## src/rtl/driver_displays_mux.sv

```systemverilog
// driver_displays_mux
// Time-multiplexed seven-segment driver for N_DIGITOS hexadecimal digits.
// One shared hex decoder is fed by a scan counter. Common segment and anode
// buses drive the board pins. The displayed value is double-buffered: loads
// go to a shadow buffer, and the shadow is copied into the active buffer only
// at the end of a full scan frame, so a frame is never drawn half old and half
// new.
// Extras: leading-zero blanking, per-digit blink and a per-digit decimal point.
//
// Ports:
//   clk           system clock
//   reset         asynchronous, active-high reset
//   carregar      one-cycle strobe that captures valores_in / ponto_in
//   valores_in    hex nibbles; digit i = bits [4i+3:4i], digit 0 rightmost
//   ponto_in      decimal point request per digit, sampled with carregar
//   apagar_zeros  live enable for leading-zero blanking
//   pisca_mascara live mask of the digits that blink
//   seg_out       segments, bit0 = a .. bit6 = g
//   dp_out        decimal point
//   anodo_out     one-hot digit select
//   quadro_fim    one-cycle pulse after the end of each full scan frame
module driver_displays_mux #(
  parameter int unsigned N_DIGITOS       = 4,
  parameter int unsigned DIV_VARREDURA   = 50000,
  parameter int unsigned PISCA_QUADROS   = 25,
  parameter int unsigned SEG_ATIVO_BAIXO = 1,
  parameter int unsigned AN_ATIVO_BAIXO  = 1
) (
  input  logic                   clk,
  input  logic                   reset,
  input  logic                   carregar,
  input  logic [4*N_DIGITOS-1:0] valores_in,
  input  logic [N_DIGITOS-1:0]   ponto_in,
  input  logic                   apagar_zeros,
  input  logic [N_DIGITOS-1:0]   pisca_mascara,
  output logic [6:0]             seg_out,
  output logic                   dp_out,
  output logic [N_DIGITOS-1:0]   anodo_out,
  output logic                   quadro_fim
);

  localparam int unsigned PRE_W = (DIV_VARREDURA > 1) ? $clog2(DIV_VARREDURA) : 1;
  localparam int unsigned IDX_W = (N_DIGITOS > 1) ? $clog2(N_DIGITOS) : 1;
  localparam int unsigned BLK_W = (PISCA_QUADROS > 1) ? $clog2(PISCA_QUADROS) : 1;

  localparam logic [PRE_W-1:0] PRE_MAX = PRE_W'(DIV_VARREDURA - 1);
  localparam logic [IDX_W-1:0] IDX_MAX = IDX_W'(N_DIGITOS - 1);
  localparam logic [BLK_W-1:0] BLK_MAX = BLK_W'(PISCA_QUADROS - 1);

  localparam logic SEG_INV = (SEG_ATIVO_BAIXO != 0);
  localparam logic AN_INV  = (AN_ATIVO_BAIXO != 0);

  // Inactive pin levels for the chosen polarities.
  localparam logic [6:0]           SEG_OFF = {7{SEG_INV}};
  localparam logic                 DP_OFF  = SEG_INV;
  localparam logic [N_DIGITOS-1:0] AN_OFF  = {N_DIGITOS{AN_INV}};

  // Active-high segment pattern for one hex digit (bit0 = a .. bit6 = g).
  function automatic logic [6:0] hex_to_seg(input logic [3:0] v);
    logic [6:0] p;
    unique case (v)
      4'h0: p = 7'h3F;
      4'h1: p = 7'h06;
      4'h2: p = 7'h5B;
      4'h3: p = 7'h4F;
      4'h4: p = 7'h66;
      4'h5: p = 7'h6D;
      4'h6: p = 7'h7D;
      4'h7: p = 7'h07;
      4'h8: p = 7'h7F;
      4'h9: p = 7'h6F;
      4'hA: p = 7'h77;
      4'hB: p = 7'h7C;
      4'hC: p = 7'h39;
      4'hD: p = 7'h5E;
      4'hE: p = 7'h79;
      4'hF: p = 7'h71;
    endcase
    return p;
  endfunction

  // State registers
  logic [PRE_W-1:0]       presc_q, presc_d;
  logic [IDX_W-1:0]       idx_q, idx_d;
  logic [4*N_DIGITOS-1:0] shadow_val_q, shadow_val_d;
  logic [N_DIGITOS-1:0]   shadow_dp_q, shadow_dp_d;
  logic [4*N_DIGITOS-1:0] active_val_q, active_val_d;
  logic [N_DIGITOS-1:0]   active_dp_q, active_dp_d;
  logic [BLK_W-1:0]       blink_cnt_q, blink_cnt_d;
  logic                   blink_phase_q, blink_phase_d;

  // Registered outputs
  logic [6:0]           seg_q, seg_d;
  logic                 dp_q, dp_d;
  logic [N_DIGITOS-1:0] an_q, an_d;
  logic                 qf_q, qf_d;

  logic tick;
  logic frame_end;

  assign tick      = (presc_q == PRE_MAX);
  assign frame_end = tick && (idx_q == IDX_MAX);

  // Scan, buffering and blink timing
  always_comb begin
    presc_d       = presc_q + 1'b1;
    idx_d         = idx_q;
    shadow_val_d  = shadow_val_q;
    shadow_dp_d   = shadow_dp_q;
    active_val_d  = active_val_q;
    active_dp_d   = active_dp_q;
    blink_cnt_d   = blink_cnt_q;
    blink_phase_d = blink_phase_q;

    if (tick) begin
      presc_d = '0;
      idx_d   = (idx_q == IDX_MAX) ? '0 : idx_q + 1'b1;
    end

    if (carregar) begin
      shadow_val_d = valores_in;
      shadow_dp_d  = ponto_in;
    end

    if (frame_end) begin
      // A load in the frame-end cycle bypasses the shadow so it is not delayed
      // by a whole frame.
      active_val_d = carregar ? valores_in : shadow_val_q;
      active_dp_d  = carregar ? ponto_in : shadow_dp_q;
      if (blink_cnt_q == BLK_MAX) begin
        blink_cnt_d   = '0;
        blink_phase_d = ~blink_phase_q;
      end else begin
        blink_cnt_d = blink_cnt_q + 1'b1;
      end
    end
  end

  // Per-digit selection from the active buffer
  logic [N_DIGITOS-1:0] lead_zero;
  logic [N_DIGITOS-1:0] an_hot;
  logic [3:0]           digit_val;
  logic                 digit_dp;
  logic                 digit_blinks;
  logic                 digit_lz;

  always_comb begin
    lead_zero    = '0;
    an_hot       = '0;
    digit_val    = '0;
    digit_dp     = 1'b0;
    digit_blinks = 1'b0;
    digit_lz     = 1'b0;
    for (int i = 0; i < int'(N_DIGITOS); i++) begin
      // Digit i is a leading zero when it and every digit above it are zero.
      lead_zero[i] = ((active_val_q >> (4 * i)) == '0);
      if (idx_q == IDX_W'(i)) begin
        an_hot[i]    = 1'b1;
        digit_val    = active_val_q[4*i +: 4];
        digit_dp     = active_dp_q[i];
        digit_blinks = pisca_mascara[i];
        digit_lz     = lead_zero[i];
      end
    end
  end

  logic blank;
  logic blink_off;

  assign blank     = apagar_zeros && (idx_q != '0) && digit_lz;
  assign blink_off = blink_phase_q && digit_blinks;

  // Output stage. The cycle after a tick is a guard cycle with everything
  // dark so the old digit's segments never ghost onto the new anode.
  always_comb begin
    seg_d = SEG_OFF;
    dp_d  = DP_OFF;
    an_d  = AN_OFF;
    qf_d  = frame_end;
    if (!tick) begin
      an_d = an_hot ^ AN_OFF;
      if (!blank && !blink_off) begin
        seg_d = hex_to_seg(digit_val) ^ SEG_OFF;
        dp_d  = digit_dp ^ DP_OFF;
      end
    end
  end

  always_ff @(posedge clk or posedge reset) begin
    if (reset) begin
      presc_q       <= '0;
      idx_q         <= '0;
      shadow_val_q  <= '0;
      shadow_dp_q   <= '0;
      active_val_q  <= '0;
      active_dp_q   <= '0;
      blink_cnt_q   <= '0;
      blink_phase_q <= 1'b0;
      seg_q         <= SEG_OFF;
      dp_q          <= DP_OFF;
      an_q          <= AN_OFF;
      qf_q          <= 1'b0;
    end else begin
      presc_q       <= presc_d;
      idx_q         <= idx_d;
      shadow_val_q  <= shadow_val_d;
      shadow_dp_q   <= shadow_dp_d;
      active_val_q  <= active_val_d;
      active_dp_q   <= active_dp_d;
      blink_cnt_q   <= blink_cnt_d;
      blink_phase_q <= blink_phase_d;
      seg_q         <= seg_d;
      dp_q          <= dp_d;
      an_q          <= an_d;
      qf_q          <= qf_d;
    end
  end

  assign seg_out    = seg_q;
  assign dp_out     = dp_q;
  assign anodo_out  = an_q;
  assign quadro_fim = qf_q;

endmodule

```

## config.mk

```make
export PLATFORM = sky130hd
export DESIGN_NAME = driver_displays_mux
export DESIGN_NICKNAME = d
export VERILOG_FILES = /design/src/rtl/driver_displays_mux.sv
export SDC_FILE = /design/constraint.sdc
export NUM_CORES = 1
export LEC_CHECK = 0
export BUFFER_PORTS_ARGS = -buffer_cell sky130_fd_sc_hd__buf_2
export CAP_MARGIN = 20
export CORE_MARGIN = 10
export CORE_UTILIZATION = 40
export CTS_CLUSTER_DIAMETER = 100
export DETAILED_ROUTE_END_ITERATION = 8
export HOLD_SLACK_MARGIN = 0.05
export SLEW_MARGIN = 5
export SYNTH_ARGS = -nofsm -noshare
export SYNTH_HDL_FRONTEND = slang
export SYNTH_SLANG_ARGS = --single-unit
```

## constraint.sdc

```tcl
create_clock -name clk -period 3.5 [get_ports clk]
set_input_delay 0.7 -clock clk [delete_from_list [all_inputs] [get_ports clk]]
set_output_delay 0.7 -clock clk [all_outputs]
set_load 0.05 [all_outputs]
```

# After elaboration in Yosys (flattened, before gate mapping)
# Memory sizes are Yosys's and may differ from the RTL's.
# Cells that the tools add are included.
[word_totals]
regBits = 77
mem_count = 1
rom_bits = 112
inputBits = 28
wordCells = 71
[mem_list]
columns = ["memory", "words", "width", "rd", "rd_ports_with_merged_regs", "wr", "line_no", "rtl"]
rows = [
  ["(no name shown)", 16, 7, 1, 0, 0, "61", "unique case (v)"],
]
[op_classes]
n_mux = 32
n_bitwise = 4
eq_ne = 5
addsub = 3
n_reduce_logical = 14
[ops]
columns = ["cell", "count"]
rows = [
  ["16-bit logical NOT", 4],
  ["16-bit 2-to-1 mux", 2],
  ["7-bit 2-to-1 mux", 4],
  ["4-bit 2-to-1 mux", 6],
  ["1-bit 2-to-1 mux", 18],
  ["16-bit by 1-bit adder with 16-bit output, second input constant", 1],
  ["16-bit equality test, second input constant", 1],
  ["7-bit inverter", 1],
  ["5-bit by 1-bit adder with 5-bit output, second input constant", 1],
  ["5-bit equality test, second input constant", 1],
  ["1-bit logical AND", 5],
  ["5-bit 2-to-1 mux", 1],
  ["2-bit equality test, second input constant", 2],
  ["4-bit inverter", 1],
  ["2-bit by 1-bit adder with 2-bit output, second input constant", 1],
  ["2-bit by 1-bit equality test with 1-bit output, second input constant", 1],
  ["1-bit logical NOT", 2],
  ["2-bit logical NOT", 1],
  ["2-bit 2-to-1 mux", 1],
  ["1-bit inverter", 2],
  ["2-bit AND reduction", 1],
  ["2-bit nonzero test", 1],
]

# Logic depth before layout (Yosys ltp)
[depth]
word_depth = 13
depth_mapped = 10
depth_no_buf = 9

# Least setup slack after synthesis
# No wires, ideal clock.
[synth_timing]
path_kind = "input-to-reg"
from = "input pisca_mascara[1]"
to = "register seg_q[2] (netlist: seg_out[2])"
path_buffers = 0
t_required_ps = 3355
stages = 5
setup_time_ps = 145
arrival_time_ps = 2156
setup_slack_ps = 1199
cell_sequence = "a21oi_1 -> o21ai_0 -> a22o_1 -> a2111oi_1 -> o311ai_0"
[synth_between]
elab_chain_len = 8
[synth_lines]
columns = ["item", "line_no", "rtl"]
rows = [
  ["start: declaration", "35", "input logic [N_DIGITOS-1:0] pisca_mascara,"],
  ["1-bit 2-to-1 mux (3 in a row)", "157", "if (idx_q == IDX_W'(i)) begin"],
  ["1-bit logical AND", "171", "assign blink_off = blink_phase_q && digit_blinks;"],
  ["1-bit logical NOT", "182", "if (!blank && !blink_off) begin"],
  ["1-bit logical AND", "182", ""],
  ["7-bit 2-to-1 mux", "182", ""],
  ["7-bit 2-to-1 mux", "180", "if (!tick) begin"],
  ["named net seg_d[2]", "93", "logic [6:0] seg_q, seg_d;"],
  ["end signal: assignment", "212", "seg_q <= seg_d;"],
  ["end: declaration", "93", ""],
]
# The timed path passes the listed nets, and every way through them passes these cells.
# A chain may end at the register's enable or synchronous reset.

# Final worst setup path
[layout_timing]
from = "register idx_q[0]"
to = "register seg_q[3] (netlist: seg_out[3])"
[layout_between]
elab_chain_len = 11
[layout_lines]
columns = ["item", "line_no", "rtl"]
rows = [
  ["start: declaration", "84", "logic [IDX_W-1:0] idx_q, idx_d;"],
  ["start signal: assignment", "205", "idx_q <= idx_d;"],
  ["2-bit logical NOT", "157", ""],
  ["4-bit 2-to-1 mux (4 in a row)", "157", ""],
  ["memory read 16 x 7 bit", "--", ""],
  ["7-bit 2-to-1 mux", "182", ""],
  ["7-bit 2-to-1 mux", "180", ""],
  ["7-bit inverter (no source line)", "--", ""],
  ["7-bit 2-to-1 mux *", "182", ""],
  ["7-bit 2-to-1 mux *", "180", ""],
  ["named net seg_d[3]", "93", ""],
]
# The timed path passes the listed nets; every way through them passes the cells marked *. The select of a mux whose other input is x is not followed.

==> metrics <==
CTS tree built; filler instances 831; vias per cell just over 5; fin crit period 2.640 ns; outcome completed; kind of critical path flip-flop to flip-flop; clock buffer depth 2; H-tree level count 3; max_cap viols 0; ratio of cells with drive above 1 in the final layout 0.3211; clk sinks 77; # diodes 0; post-synthesis sequential area ratio 0.5374; Worst R2R End seg_out[3]; static leakage 1.925 nW; Core Region 8763 µm²; first-pass GRT wire length 12030 µm; Critical Path End Type flip-flop; flop2flop setup slack 0.86 ns; DRC 0; CP Max Fanout 29; Wirelength per Cell about 15 µm; Vias 2361; Setup Skew between 0.01 and 0.015 ns; largest net degree at the start of global routing 33; post-route cell area approximately 4000 µm²; hold buffers post-CTS 0; worst-margin pin slew 0.9480 ns; flops & latches, synth 77; Synth Cell Area 3613 µm²; clock root buffer clkbuf_8; PortBufs 40; syn_nets 350; crit-path max cell delay 0.80 ns; Fmax 378.9 MHz; setup bufs post-CTS 0; top_reg_cell synth dfrtp_1; slew margin rel. 0.3680; CTS-repair resized insts 0; Finished Core Util 0.4694; Area Growth Syn to Fin 13.85%; Clock Latency Late Sink 0.34 ns; Final setup viols 0; Synth async-reset ratio 1.000; Die ar. 13240 µm²; Distinct cells, synth 45; Die W 115.0 µm; fin. max-slew vios 0; RSZ-0062 raised after global routing false; critical path, cell by cell ha_1 > nor3b_1 > a221o_1 > inv_1 > ha_1 > mux2i_1 > mux2_2 > nand2_1; Synth Area per Inst 11.69 µm²; row count 34; delay-heaviest family, CP adder cells; grt ovf 0; Clock Pin Slew Worst Setup and Hold Paths ~0.08 ns; Synth Warn # 0; Power Density 428.4 nW/µm²; HPWL Detailed about 5200 µm; worst flop-to-flop path startpoint idx_q[0]; CP Buf/Inv Count 1; CTS buffer count 9; initial antenna violation count 0; drt total wl just over 7000 µm; CP Launch Type flip-flop; fin crit share 0.7541; largest cells by area after synthesis dfrtp_1, mux2_2, dfstp_2; Max IR drop VDD 0.2554 mV; Final Hold Vio Count 0; most frequent cell after synthesis dfrtp_1; vias in the first global route 2437; effective utilization at floorplan 0.4123; Area after DPL roughly 4000 µm²; setup tns final 0 ns; Post-synth EDFFs 0; share of the synthesized area in the top cell type 0.4501; Required @ worst endpoint approximately 3.8 ns; reg2reg path depth 8; DR pass1 iterations 4; io pins 41; critical path launch point idx_q[0]; worst min path class input pin to async pin; Mapped Cells slightly above 300; Post-synth top cells dfrtp_1, mux2_2, nor2_1; Die Height 115.0 µm; GRT Util Overall 0.1121; post-route ant nets 0; Final Net Count 391; 1st-iter DRT viols 128; CP most frequent cell ha_1; CP max stage cell ha_1; Critical Path AT 2.92 ns; GP Congestion between 0.7 and 0.8; largest area contributor in the synthesized netlist dfrtp_1
## per-stage QoR
step                instances  hold slack, ns  power [mW]  setup WS (ns)
global placement          447          0.4645       1.120          1.002
global route              463          0.3733       1.854         0.6464
floorplan                 309          0.4455       1.075         0.8532
detailed placement        447          0.4670       1.124         0.9017
CTS                       463          0.3535       1.785         0.8899
finish                    463          0.3477       1.763         0.8605
## sequential cells by signal, summed over array words and instances (netlist names)
signal / count
active_dp_q: 4
seg_out: 7
active_val_q: 16
quadro_fim: 1
dp_out: 1
idx_q: 2
presc_q: 16
blink_cnt_q: 5
blink_phase_q: 1
shadow_val_q: 16
shadow_dp_q: 4
anodo_out: 4
## power breakdown
group	switching [mW]	internal (mW)	total, mW
clock network	0.312	0.347	0.660
registers	0.0128	0.935	0.948
logic	0.0937	0.0613	0.155
## placed cells by master, fill, tap and decap left out, types with 2 or more instances in the layout
master,netlist,routed
o21ai_0,15,15
a221oi_1,2,2
buf_2,4,40
nand4_1,2,2
or4bb_1,2,2
clkbuf_8,0,10
a211oi_1,5,5
clkbuf_1,9,2
nor2_1,19,19
dfrtp_1,65,65
or3_1,2,2
nand2b_1,4,4
nor3_1,2,2
nor4_1,3,3
ha_1,13,13
a221o_1,4,4
mux2i_1,3,3
mux2_2,37,37
buf_4,0,4
nor4_4,2,2
xnor2_1,5,5
nand3_1,17,17
and3_1,3,3
dfstp_2,12,12
nand2_1,18,18
inv_1,14,13
a21oi_1,7,7
xor2_1,10,10
nand3b_1,7,7
nor3b_1,6,6
clkinv_2,0,2
## per-layer routing
metal / GRT usage / part of all wire
met1: 0.1580 / 0.50
met2: 0.1599 / 0.44
met3: 0.02760 / 0.047
met4: 0.04703 / 0.016
met5: 0 / 0
## worst max path at each step
stage                endpoint  slack, ns  depth (start not counted)
3_3_place_gp       seg_out[3]       1.00                          8
6_report           seg_out[3]       0.86                          8
4_1_cts            seg_out[3]       0.89                          8
5_1_grt            seg_out[2]       0.65                          5
2_1_floorplan  active_dp_q[0]       0.85                          1
3_5_place_dp       seg_out[2]       0.90                          5
## kinds of logic (layout without fill, tap and decap cells)
logic type,Yosys count,in the layout,synth area share
buffers and inverters,28,74,0.03047
adders and majority gates,13,13,0.04501
and+or+nand+nor,93,93,0.1482
AOI/OAI and AO/OA,43,43,0.07895
xor gates and xnor gates,15,15,0.03636
muxes,40,40,0.1236
DFF,77,77,0.5374
## layout make-up
class	instances	area, µm²	area share
flip-flops and latches	77	1942	0.4720
clock inverters	4	47.55	0.01156
clock buffers	12	145.1	0.03528
inverters	14	52.55	0.01277
multi-input cells	204	1562	0.3796
well taps	108	135.1	0.03285
repair buffers	44	230.2	0.05596
## worst reg2reg max path, delay by kind of cell (launching register included)
family | cells | cell delay (ns)
adders and majority gates | 2 | 1.04
muxes | 2 | 0.37
AOI/OAI and AO/OA | 1 | 0.42
DFF | 1 | 0.40
and+or+nand+nor | 2 | 0.23
buffers and inverters | 1 | 0.12
Note: power is estimated with default switching activity, not from simulation.
